## src/rtl/ita_hwpe_package.sv

```systemverilog
`default_nettype none
// ============================================================================
// ita_hwpe_package : ITA job descriptor layout and sequencer state encoding
// Rev 1.0
// ============================================================================
package ita_hwpe_package;

  typedef struct packed {
    logic [31:0] input_ptr;
    logic [31:0] weight_ptr0;
    logic [31:0] weight_ptr1;
    logic [31:0] bias_ptr;
    logic [31:0] output_ptr;
    logic [15:0] tiles;
    logic [3:0]  ctrl_engine;
    logic [4:0]  ctrl_stream;
    logic        irq_en;
  } ita_job_desc_t;

  typedef enum logic [2:0] {
    SEQ_IDLE   = 3'd0,
    SEQ_LOAD   = 3'd1,
    SEQ_START  = 3'd2,
    SEQ_WAIT   = 3'd3,
    SEQ_RETIRE = 3'd4,
    SEQ_DRAIN  = 3'd5,
    SEQ_ERROR  = 3'd6
  } seq_state_e;

endpackage
`default_nettype wire

```

## src/rtl/ita_job_fifo.sv

```systemverilog
`default_nettype none
// ============================================================================
// ita_job_fifo : circular descriptor buffer with push/pop/flush and occupancy
// Rev 1.0
// ============================================================================
module ita_job_fifo #(
  parameter type         T_DATA = logic,
  parameter int unsigned DEPTH  = 4
) (
  input  logic                     clk_i,
  input  logic                     rst_ni,
  input  logic                     flush_i,
  input  logic                     push_i,
  input  T_DATA                    data_i,
  input  logic                     pop_i,
  output T_DATA                    data_o,
  output logic [$clog2(DEPTH):0]   level_o,
  output logic                     ready_o
);
  localparam int unsigned c_PTR_W = $clog2(DEPTH);
  localparam int unsigned c_LVL_W = c_PTR_W + 1;

  T_DATA              r_mem [DEPTH];
  logic [c_PTR_W-1:0] r_wr_ptr;
  logic [c_PTR_W-1:0] r_rd_ptr;
  logic [c_LVL_W-1:0] r_level;
  logic               w_push;
  logic               w_pop;

  assign ready_o = (r_level != c_LVL_W'(DEPTH));
  assign w_push  = push_i && ready_o;
  assign w_pop   = pop_i && (r_level != '0);
  assign data_o  = r_mem[r_rd_ptr];
  assign level_o = r_level;

  always_ff @(posedge clk_i) begin
    if (w_push && !flush_i) begin
      r_mem[r_wr_ptr] <= data_i;
    end
  end

  // Depth is a power of two, so pointer wrap is the natural overflow.
  always_ff @(posedge clk_i) begin
    if (!rst_ni || flush_i) begin
      r_wr_ptr <= '0;
      r_rd_ptr <= '0;
      r_level  <= '0;
    end else begin
      if (w_push) r_wr_ptr <= r_wr_ptr + c_PTR_W'(1);
      if (w_pop)  r_rd_ptr <= r_rd_ptr + c_PTR_W'(1);
      if (w_push && !w_pop)      r_level <= r_level + c_LVL_W'(1);
      else if (w_pop && !w_push) r_level <= r_level - c_LVL_W'(1);
    end
  end

endmodule
`default_nettype wire

```

## src/rtl/ita_job_sequencer.sv

```systemverilog
`default_nettype none
// ============================================================================
// ita_job_sequencer : queues ITA job descriptors and issues them back-to-back
//                     to the HWPE controller, with completion event and watchdog
// Rev 1.0
// ============================================================================
module ita_job_sequencer
  import ita_hwpe_package::*;
#(
  parameter int unsigned QUEUE_DEPTH    = 4,
  parameter int unsigned TIMEOUT_CYCLES = 65535,
  parameter int unsigned CNT_W          = 16
) (
  input  logic                         clk_i,
  input  logic                         rst_ni,
  input  logic                         clear_i,
  input  logic                         desc_valid_i,
  output logic                         desc_ready_o,
  input  ita_job_desc_t                desc_i,
  output ita_job_desc_t                job_desc_o,
  output logic                         start_o,
  input  logic                         ctrl_busy_i,
  input  logic                         ctrl_done_i,
  output logic                         evt_o,
  output logic                         busy_o,
  output logic [$clog2(QUEUE_DEPTH):0] level_o,
  output logic [CNT_W-1:0]             jobs_done_o,
  output logic                         error_o
);
  localparam int unsigned c_WD_W = (TIMEOUT_CYCLES > 1) ? $clog2(TIMEOUT_CYCLES) : 1;

  seq_state_e         r_state;
  ita_job_desc_t      r_job_desc;
  logic               r_start;
  logic               r_evt;
  logic               r_error;
  logic [CNT_W-1:0]   r_jobs_done;
  logic [c_WD_W-1:0]  r_wdog;

  ita_job_desc_t      w_head;
  logic               w_push;
  logic               w_pop;
  logic               w_wd_expire;

  assign w_push = desc_valid_i && desc_ready_o && !clear_i;
  assign w_pop  = (r_state == SEQ_IDLE) && (level_o != '0) && !ctrl_busy_i
                  && !r_error && !clear_i;

  ita_job_fifo #(
    .T_DATA (ita_job_desc_t),
    .DEPTH  (QUEUE_DEPTH)
  ) u_fifo (
    .clk_i   (clk_i),
    .rst_ni  (rst_ni),
    .flush_i (clear_i),
    .push_i  (w_push),
    .data_i  (desc_i),
    .pop_i   (w_pop),
    .data_o  (w_head),
    .level_o (level_o),
    .ready_o (desc_ready_o)
  );

  if (TIMEOUT_CYCLES != 0) begin : g_wdog_on
    localparam logic [c_WD_W-1:0] c_WD_LIMIT = c_WD_W'(TIMEOUT_CYCLES - 1);
    assign w_wd_expire = (r_wdog == c_WD_LIMIT);
  end else begin : g_wdog_off
    assign w_wd_expire = 1'b0;
  end

  always_ff @(posedge clk_i) begin
    if (!rst_ni) begin
      r_state     <= SEQ_IDLE;
      r_job_desc  <= '0;
      r_start     <= 1'b0;
      r_evt       <= 1'b0;
      r_error     <= 1'b0;
      r_jobs_done <= '0;
      r_wdog      <= '0;
    end else begin
      r_start <= 1'b0;
      r_evt   <= 1'b0;
      if (clear_i) begin
        // An issued job may still be running; wait for the engine to go idle.
        r_error <= 1'b0;
        r_state <= ((r_state == SEQ_START) || (r_state == SEQ_WAIT)) ? SEQ_DRAIN : SEQ_IDLE;
      end else begin
        unique case (r_state)
          SEQ_IDLE: begin
            if (w_pop) begin
              r_job_desc <= w_head;
              r_state    <= SEQ_LOAD;
            end
          end
          SEQ_LOAD: begin
            r_start <= 1'b1;
            r_state <= SEQ_START;
          end
          SEQ_START: begin
            r_wdog  <= '0;
            r_state <= SEQ_WAIT;
          end
          SEQ_WAIT: begin
            if (ctrl_done_i) begin
              r_evt       <= r_job_desc.irq_en;
              r_jobs_done <= r_jobs_done + CNT_W'(1);
              r_state     <= SEQ_RETIRE;
            end else if (w_wd_expire) begin
              r_error <= 1'b1;
              r_state <= SEQ_ERROR;
            end else begin
              r_wdog <= r_wdog + c_WD_W'(1);
            end
          end
          SEQ_RETIRE: r_state <= SEQ_IDLE;
          SEQ_DRAIN: begin
            if (!ctrl_busy_i) r_state <= SEQ_IDLE;
          end
          SEQ_ERROR: r_state <= SEQ_ERROR;
          default:   r_state <= SEQ_IDLE;
        endcase
      end
    end
  end

  assign job_desc_o  = r_job_desc;
  assign start_o     = r_start;
  assign evt_o       = r_evt;
  assign error_o     = r_error;
  assign jobs_done_o = r_jobs_done;
  assign busy_o      = (r_state != SEQ_IDLE) || (level_o != '0);

endmodule
`default_nettype wire

```

## config.mk

```make
export PLATFORM = sky130hd
export DESIGN_NAME = ita_job_sequencer
export DESIGN_NICKNAME = d
export VERILOG_FILES = /design/src/rtl/ita_hwpe_package.sv /design/src/rtl/ita_job_fifo.sv /design/src/rtl/ita_job_sequencer.sv
export SDC_FILE = /design/constraint.sdc
export NUM_CORES = 1
export LEC_CHECK = 0
export BUFFER_PORTS_ARGS = -buffer_cell sky130_fd_sc_hd__buf_2
export CAP_MARGIN = 10
export CORE_MARGIN = 3
export CORE_UTILIZATION = 54
export CTS_BUF_LIST = sky130_fd_sc_hd__clkbuf_8
export DETAILED_ROUTE_END_ITERATION = 8
export HOLD_SLACK_MARGIN = 0.15
export PLACE_DENSITY = 0.75
export SKIP_LAST_GASP = 1
export SLEW_MARGIN = 30
export SYNTH_ARGS = -nofsm -noshare
export SYNTH_HDL_FRONTEND = slang
export SYNTH_SLANG_ARGS = --single-unit
```

## constraint.sdc

```tcl
create_clock -name clk_i -period 12.8 [get_ports clk_i]
set_input_delay 3.84 -clock clk_i [delete_from_list [all_inputs] [get_ports clk_i]]
set_output_delay 3.84 -clock clk_i [all_outputs]
set_load 0.02 [all_outputs]
```

==> run summary, run 1 <==
Outcome: finished, final reports clean
Clk root buf: clkbuf_8
Pleak: 14.2 nW
MaxCap Viol Count: 0
Post-Route WL: 78.5 mm
First-pass GRT wire length: 122 mm
Placement Setup Slack: 5980 ps
Worst setup EP type: register
Fin nets: 2,731
Crit start category: input port
Hold Worst Slack: 451 ps
Ys async rst share: 0%
Gr usage total: 23.0%
Area growth from synthesis to layout: 16.4%
Final ANT Viol Nets: 0
Post-DP HPWL: 46.4 mm
I/O Pins: 402
Post-synth EDFFs: 744
Crit-path max FO: 46
Max Root-Sink Buffers: 3
Final worst slack: 6720 ps
Hold buffers post-CTS: 0
Fin. max-slew vios: 0
Critical Path Start: clear_i
Post CTS Setup Buffer Count: 0
Port bufs: 401
R2r startpoint: u_fifo.level_o[0]
Filler instances: 4,543
Largest net degree at the start of global routing: 121
Syn_nets: 2,266
Clock Skew: 51.0 ps
Tcrit/Tclk final: 47.5%
Max-slew headroom at the worst pin: 35.7%
Post-CTS sizing: 0
Core box area: 0.0648 mm²
H-Tree Depth: 4
Peak supply drop: 0.105 mV
Via count: 19,824
CTS Sinks: 975
Total grt overflow: 0
WS Path Type: input port to register
CTS tree: built
First-pass detailed-route iteration total: 5
Setup-failing EPs final: 0
Die width: 263 µm
Initial antenna violation count: 28
Crit path DAT: 6460 ps
Ys flop type: edfxtp_1
Vias per cell: 5.61
Die Footprint: 0.0689 mm²
Distinct cells, synth: 46
Largest cells by area after synthesis: edfxtp_1 (63%), dfxtp_1 (13%), mux4_2 (12%)
Synth Area per Inst: 17.2 µm²
Crit path time final: 6080 ps
Total power: 6.22 mW
Multi-input gate area: 0.00793 mm²
Least-Margin Pin Slew: 964 ps
Worst Path Required: 13,190 ps
CTS buffer count: 153
RSZ-0062 raised after global routing: false
Cell Pwr Density: 150 mW/mm²
Gate Count Post-Synth: 2,065
Synth Register Bits: 975
Vias in the first global route: 20,979
Initial DRC count: 1,433
Reg clk slew, reported paths: 60 ps
Synth warnings: 0
Total negative slack: 0 ps
Hold Violations, Final: 0
Post-synthesis cell area: 0.0356 mm²
RD Place Congestion: 0.804
Worst skew pair latency: 780 ps
Post-synth top area share: 62.8%
Register area share after synthesis: 75.9%
WL per Instance: 22.2 µm
Share of layout cells above drive strength 1: 31.1%
Yosys top cell by area: edfxtp_1
# rows: 93
Register Area: 0.0270 mm²
# DRC: 0
Hold crit path type: register to register
Initial Utilization: 54.9%
Fmax: 165 MHz
Hold Startpoint: job_desc_o[119]
Die height: 263 µm
registers in the layout, indices dropped and copies added, names as in the netlist:
| signal | flops |
|---|---|
| r_state | 3 |
| error_o | 1 |
| evt_o | 1 |
| r_wdog | 16 |
| u_fifo.r_mem | 744 |
| u_fifo.level_o | 3 |
| u_fifo.r_wr_ptr | 2 |
| jobs_done_o | 16 |
| job_desc_o | 186 |
| u_fifo.r_rd_ptr | 2 |
| start_o | 1 |
layout by cell type (no fill, tap or decap), drive strengths merged, types with 3 or more instances in the layout:
cell type and instances:
o21ai 10, nor3b 5, edfxtp 744, dfxtp 231, or2 3, or3 8
nand4 12, buf 429, nand3 12, and2 6, ha 8, bufinv 6
o31ai 9, nor2 21, or4 14, nand2 393, nor3 6, and4 3
clkinvlp 3, a21oi 212, nand2b 9, nor4 7, inv 90, xnor2 9
mux4 186, nor4b 3, diode 18, mux2i 6, clkbuf 164, clkinv 34
metrics by stage:
stage / util (%) / instances / instance area (µm²)
floorplan: - / 2065 / 35600
global placement: 59.0 / 3227 / 38200
detailed placement: 59.0 / 3227 / 38200
CTS: 63.6 / 3512 / 41200
global route: 63.8 / 3526 / 41300
finish: 63.8 / 3533 / 41400
routing by layer:
metal / part of all wire (%) / GRT usage [%]
met1: 38 / 27.8
met2: 52 / 39.1
met3: 7.0 / 6.29
met4: 3.0 / 9.87
met5: 0.13 / 0
worst max-delay path, stage by stage:
cell,delay (ps)
buf_2,220
nor2_1,330
and2_4,700
buf_4,660
buf_4,600
power breakdown:
group	internal (mW)	total (mW)	switching (mW)	leakage (nW)
clock network	1.32	2.50	1.18	1.78
logic	0.0846	0.234	0.150	3.81
registers	3.46	3.48	0.0199	8.62
total	4.87	6.22	1.35	14.2
area by class of cell:
| cell class | instances | share of cell area, % |
|---|---|---|
| Sequential cell | 975 | 65.2 |
| Multi-Input combinational cell | 959 | 19.2 |
| Timing Repair Buffer | 429 | 5.56 |
| Clock buffer | 164 | 5.46 |
| Tap cell | 855 | 2.59 |
| Clock inverter | 121 | 1.78 |
| Inverter | 12 | 0.139 |
| Antenna cell | 18 | 0.109 |
Yosys cell counts, drive strengths merged (10+ instances only):
library cell	count
or4	14
inv	12
dfxtp	231
mux4	186
nand3	12
clkbuf	54
nand2	393
a21oi	212
nand4	12
nor2	21
buf	65
edfxtp	744
o21ai	10
worst paths after layout:
check	depth (start not counted)	slack, ps	to
setup / recovery	5	6720	u_fifo.r_mem[1][124]
hold / removal	2	450	job_desc_o[119]
hold reg to reg	2	450	job_desc_o[119]
setup reg to reg	6	9330	u_fifo.r_mem[1][124]
cells by family after synthesis:
logic type	synth area share (%)
AO/OA/AOI/OAI	3.48
XOR/XNOR	0.271
adder cells (fa/ha/maj)	0.338
buffers and inverters	1.92
flip-flops	75.9
multiplexers	12.0
AND/OR/NAND/NOR	6.18
No activity file was read; power rests on OpenSTA's default activity.
==> inputs of run 2 (changes only) <==
Clock period 12.8 ns to 5.8 ns, I/O delays scaled along.
==> run summary, run 2 (synthesized netlist as in run 1, its figures left out) <==
Outcome: finished, final reports clean
Core box area: 0.0648 mm² (unchanged)
Share of layout cells above drive strength 1: 31.7% (+0.69 points)
Multi-input gate area: 0.00793 mm² (unchanged)
Die height: 263 µm (unchanged)
Final worst slack: 1980 ps (-4740 ps)
Hold path depth: 2 (unchanged)
Most frequent cells in the layout: edfxtp_1 (744), buf_2 (401), nand2_1 (393), dfxtp_1 (229), a21oi_1 (212)
Int Pwr: 10.9 mW (+120%)
Crit start category: register
WS Path Type: register to output port
Total power: 13.8 mW (+120%)
Reg clk slew, reported paths: 60 ps (about the same)
Total negative slack: 0 ps (unchanged)
Final Util: 64.3% (+0.43 points)
# DRC: 0 (unchanged)
H-Tree Depth: 4 (unchanged)
Tcrit/Tclk final: 65.8%
Fmax: 262 MHz
Least-Margin Pin Slew: 955 ps (-9.25 ps)
Hold crit path type: register to register
CTS Sinks: 975 (unchanged)
# rows: 93 (unchanged)
Filler instances: 4,472 (-1.6%)
Hold buffers post-CTS: 0 (unchanged)
Fin. max-slew vios: 0 (unchanged)
Worst Path Required: 4060 ps (-9130 ps)
Post-Route WL: 78.1 mm (-0.54%)
Clock power share: 40.5% (+0.3 points)
Hold Worst Slack: 450 ps (-1.04 ps)
Crit-path max FO: 5 (-89%)
Vias in the first global route: 20,853 (-0.60%)
Switching share of power: 21.2% (-0.52 points)
Crit path DAT: 2080 ps (-4380 ps)
Worst setup EP type: output port
First-pass detailed-route iteration total: 6 (+1)
First-pass GRT wire length: 121 mm (-0.43%)
Hold Violations, Final: 0 (unchanged)
Area growth from synthesis to layout: 17.2%
CTS tree: built
Total grt overflow: 0 (unchanged)
Setup-failing EPs final: 0 (unchanged)
Pleak: 14.3 nW (+0.30%)
MaxCap Viol Count: 0 (unchanged)
R2R Setup Slk: 2870 ps (-6460 ps)
Clk root buf: clkbuf_8
Final ANT Viol Nets: 0 (unchanged)
Crit path time final: 3820 ps
Die width: 263 µm (unchanged)
Max-slew headroom at the worst pin: 36.4% (+0.62 points)
Biggest register: u_fifo.r_mem
Cells after DPL: 3,239 (+0.37%)
Vias per cell: 5.64 (+0.46%)
Reg2Reg Depth: 9 (+3)
Cell Pwr Density: 332 mW/mm² (+120%)
Design Area, Final: 0.0416 mm² (+0.68%)
Logic pwr share: 3.8% (about the same)
WL per Instance: 22.1 µm (-0.70%)
Placed Area: 0.0386 mm² (+0.81%)
Register Area: 0.0270 mm² (unchanged)
Via count: 19,950 (+0.64%)
Initial DRC count: 1,561 (+8.9%)
Most common cell after layout, fill and taps aside: edfxtp_1
Initial Utilization: 54.9% (unchanged)
Peak supply drop: 0.236 mV (+120%)
RSZ-0062 raised after global routing: false
Psw: 2.92 mW (+120%)
Initial antenna violation count: 34 (+21%)
Post-CTS sizing: 0 (unchanged)
Max FFs per register: 744 (unchanged)
Post-DP HPWL: 45.9 mm (-0.99%)
Fin nets: 2,739 (+0.29%)
RD Place Congestion: 0.814 (+1.3%)
Hold EP: job_desc_o[165]
Die Footprint: 0.0689 mm² (unchanged)
CTS buffer count: 152 (-0.65%)
Clock Skew: 31.0 ps (-20.0 ps)
Worst skew pair latency: 770 ps (about the same)
Max Root-Sink Buffers: 3 (unchanged)
Hold Startpoint: job_desc_o[165]
Reg2reg end: u_fifo.level_o[2]
Post CTS Setup Buffer Count: 0 (unchanged)
Fin cells: 3,539 (+0.17%)
Gr usage total: 22.8% (-0.15 points)
Critical Path Start: u_fifo.level_o[0]
Largest net degree at the start of global routing: 111 (-8.3%)
Port bufs: 401 (unchanged)
Placement Setup Slack: 1490 ps (-4500 ps)
R2r startpoint: u_fifo.level_o[0]
I/O Pins: 402 (unchanged)
Seq pwr share: 55.7% (-0.3 points)
run 2: area by class of cell:
type                            count  area share (%)
Clock buffer                      181            5.98
Timing Repair Buffer              438            6.07
Tap cell                          855            2.57
Multi-Input combinational cell    959            19.0
Sequential cell                   975            64.8
Clock inverter                     94            1.29
Inverter                           12           0.138
Antenna cell                       25           0.150
run 2: worst max-delay path by stage:
stage	end	slack, ps	cells past startpoint
final	busy_o	1980	3
after CTS	busy_o	1880	3
after floorplan	u_fifo.r_mem[0][0]	740	4
after global routing	busy_o	1810	3
after detailed placement	u_fifo.level_o[2]	1490	10
after global placement	u_fifo.level_o[2]	1480	10
run 2: worst max-delay path, stage by stage (launching register included):
cell	delay, ps
dfxtp_1	370
nor3_1	560
nand3_1	190
buf_2	200
run 2: metal layers:
layer,vias to the layer above,part of all wire (%),wire length [µm],GRT usage [%]
met1,10138,38,30000,28.4
met4,20,3.4,2650,10.6
met2,723,51,39500,37.4
li1,8911,-,-,-
met5,-,0.16,127,0
met3,158,7.5,5840,6.46
run 2: power by group through the flow:
| stage | Clock (mW) | Combinational [mW] | Sequential, mW |
|---|---|---|---|
| 6_report | 5.60 | 0.526 | 7.69 |
| 5_1_grt | 6.06 | 0.571 | 7.69 |
| 4_1_cts | 5.73 | 0.530 | 7.69 |
| 3_5_place_dp | 0 | 0.529 | 7.83 |
| 3_3_place_gp | 0 | 0.506 | 7.82 |
| 2_1_floorplan | 0 | 0.250 | 7.87 |
==> inputs of run 3 (changes only) <==
Clock period 5.8 ns to 3.81 ns, I/O delays scaled along.
==> run summary, run 3 (synthesized netlist as in run 1, its figures left out) <==
Total grt overflow: 0 (unchanged)
MaxCap Viol Count: 0 (unchanged)
Outcome: finished, final reports clean
Final worst slack: 595 ps (-1390 ps)
Hold Violations, Final: 0 (unchanged)
Die width: 263 µm (unchanged)
Fmax: 311 MHz
Pleak: 14.5 nW (+1.4%)
WS Path Type: register to output port
Max-slew headroom at the worst pin: 43.0% (+6.6 points)
Peak supply drop: 0.340 mV (+44%)
Reg clk slew, reported paths: 60 ps (about the same)
H-Tree Depth: 4 (unchanged)
First-pass GRT wire length: 120 mm (-0.98%)
Crit path DAT: 2070 ps (about the same)
Hold Worst Slack: 449 ps (-0.696 ps)
I/O Pins: 402 (unchanged)
Via count: 20,051 (+0.51%)
First-pass detailed-route iteration total: 5 (-1)
Biggest register: u_fifo.r_mem
Max FFs per register: 744 (unchanged)
Hold crit path type: register to register
Setup-failing EPs final: 0 (unchanged)
Fin. max-slew vios: 0 (unchanged)
Share of layout cells above drive strength 1: 31.9% (+0.11 points)
Crit start category: register
Port bufs: 401 (unchanged)
Placement Setup Slack: 610 ps (-877 ps)
RSZ-0062 raised after global routing: false
Max Root-Sink Buffers: 3 (unchanged)
Worst setup EP type: output port
Core box area: 0.0648 mm² (unchanged)
Post-DP HPWL: 48.0 mm (+4.5%)
Post-CTS sizing: 0 (unchanged)
Die Footprint: 0.0689 mm² (unchanged)
Tcrit/Tclk final: 84.4%
Gr usage total: 22.7% (-0.18 points)
Worst Path Required: 2670 ps (-1390 ps)
Clk root buf: clkbuf_8
# DRC: 0 (unchanged)
Most common cell after layout, fill and taps aside: edfxtp_1
Largest net degree at the start of global routing: 187 (+68%)
Die height: 263 µm (unchanged)
Vias in the first global route: 20,865 (+0.058%)
Initial antenna violation count: 30 (-12%)
Worst skew pair latency: 790 ps (+20 ps)
Post-Route WL: 77.7 mm (-0.57%)
Initial DRC count: 1,446 (-7.4%)
WL per Instance: 21.7 µm (-1.5%)
CTS buffer count: 153 (+0.66%)
Total negative slack: 0 ps (unchanged)
Initial Utilization: 54.9% (unchanged)
CTS Sinks: 975 (unchanged)
Fin nets: 2,768 (+1.1%)
Vias per cell: 5.61 (-0.45%)
# rows: 93 (unchanged)
Cell Pwr Density: 491 mW/mm² (+48%)
Hold buffers post-CTS: 0 (unchanged)
CTS tree: built
RD Place Congestion: 0.786 (-3.5%)
Clock Skew: 40.8 ps (+9.81 ps)
Crit-path max FO: 5 (unchanged)
Post CTS Setup Buffer Count: 0 (unchanged)
Most frequent cells in the layout: edfxtp_1 (744), buf_2 (401), nand2_1 (393), dfxtp_1 (229), a21oi_1 (212)
Area growth from synthesis to layout: 17.7%
Least-Margin Pin Slew: 856 ps (-99.0 ps)
Final ANT Viol Nets: 0 (unchanged)
Crit path time final: 3220 ps
## run 3: changes by cell type in the layout (fill, tap and decap cells not counted), moves of 4 or more
cell / before / now
buf_12: 16 / 32
buf_4: 18 / 32
bufinv_16: 5 / 1
clkbuf_8: 181 / 166
clkinv_2: 9 / 14
diode_2: 25 / 21
inv_1: 63 / 89
## run 3: metrics by stage
step                std cells  utilization [%]  cell area [µm²]  power [mW]
detailed placement       3266             60.0            38900        12.7
floorplan                2065                -            35600        12.4
global route             3569             64.5            41800        21.3
CTS                      3551             64.4            41800        20.8
global placement         3266             60.0            38900        12.7
finish                   3573             64.6            41800        20.5
## run 3: path summary, 6_finish.rpt
path	from	end	slack, ps	cells past startpoint
worst max-delay path	u_fifo.level_o[0]	busy_o	590	3
worst min-delay path	job_desc_o[37]	job_desc_o[37]	450	2
worst max register to register	r_state[2]	job_desc_o[56]	1290	7
worst min register to register	job_desc_o[37]	job_desc_o[37]	450	2
## run 3: worst max-delay path, cell delays in order (launching register included)
cell and delay [ps]:
dfxtp_1 360, nor3_1 570, nand3_1 170, buf_2 200
## run 3: area by class of cell
cell class	instances	area, µm²
antenna	21	52.6
clock buffer	166	2280
clock inverter	119	559
fill	4439	23000
inverter	12	55.1
multi-input combinational	959	7930
sequential	975	27000
tap	855	1070
timing repair buffer	466	2920
## run 3: where the power goes
| part | switching, mW | internal, mW | leakage (nW) |
|---|---|---|---|
| Combinational | 0.503 | 0.308 | 4.09 |
| Clock | 3.91 | 4.11 | 1.75 |
| Sequential | 0.0669 | 11.6 | 8.62 |
## run 3: metal layers
metal  track usage, %  vias up  wire [µm]
met1             27.5    10126      29300
met4             11.4       14       3100
met3             6.43      174       5910
li1                 -     8975          -
met2             37.4      762      39300
met5                0        -         83
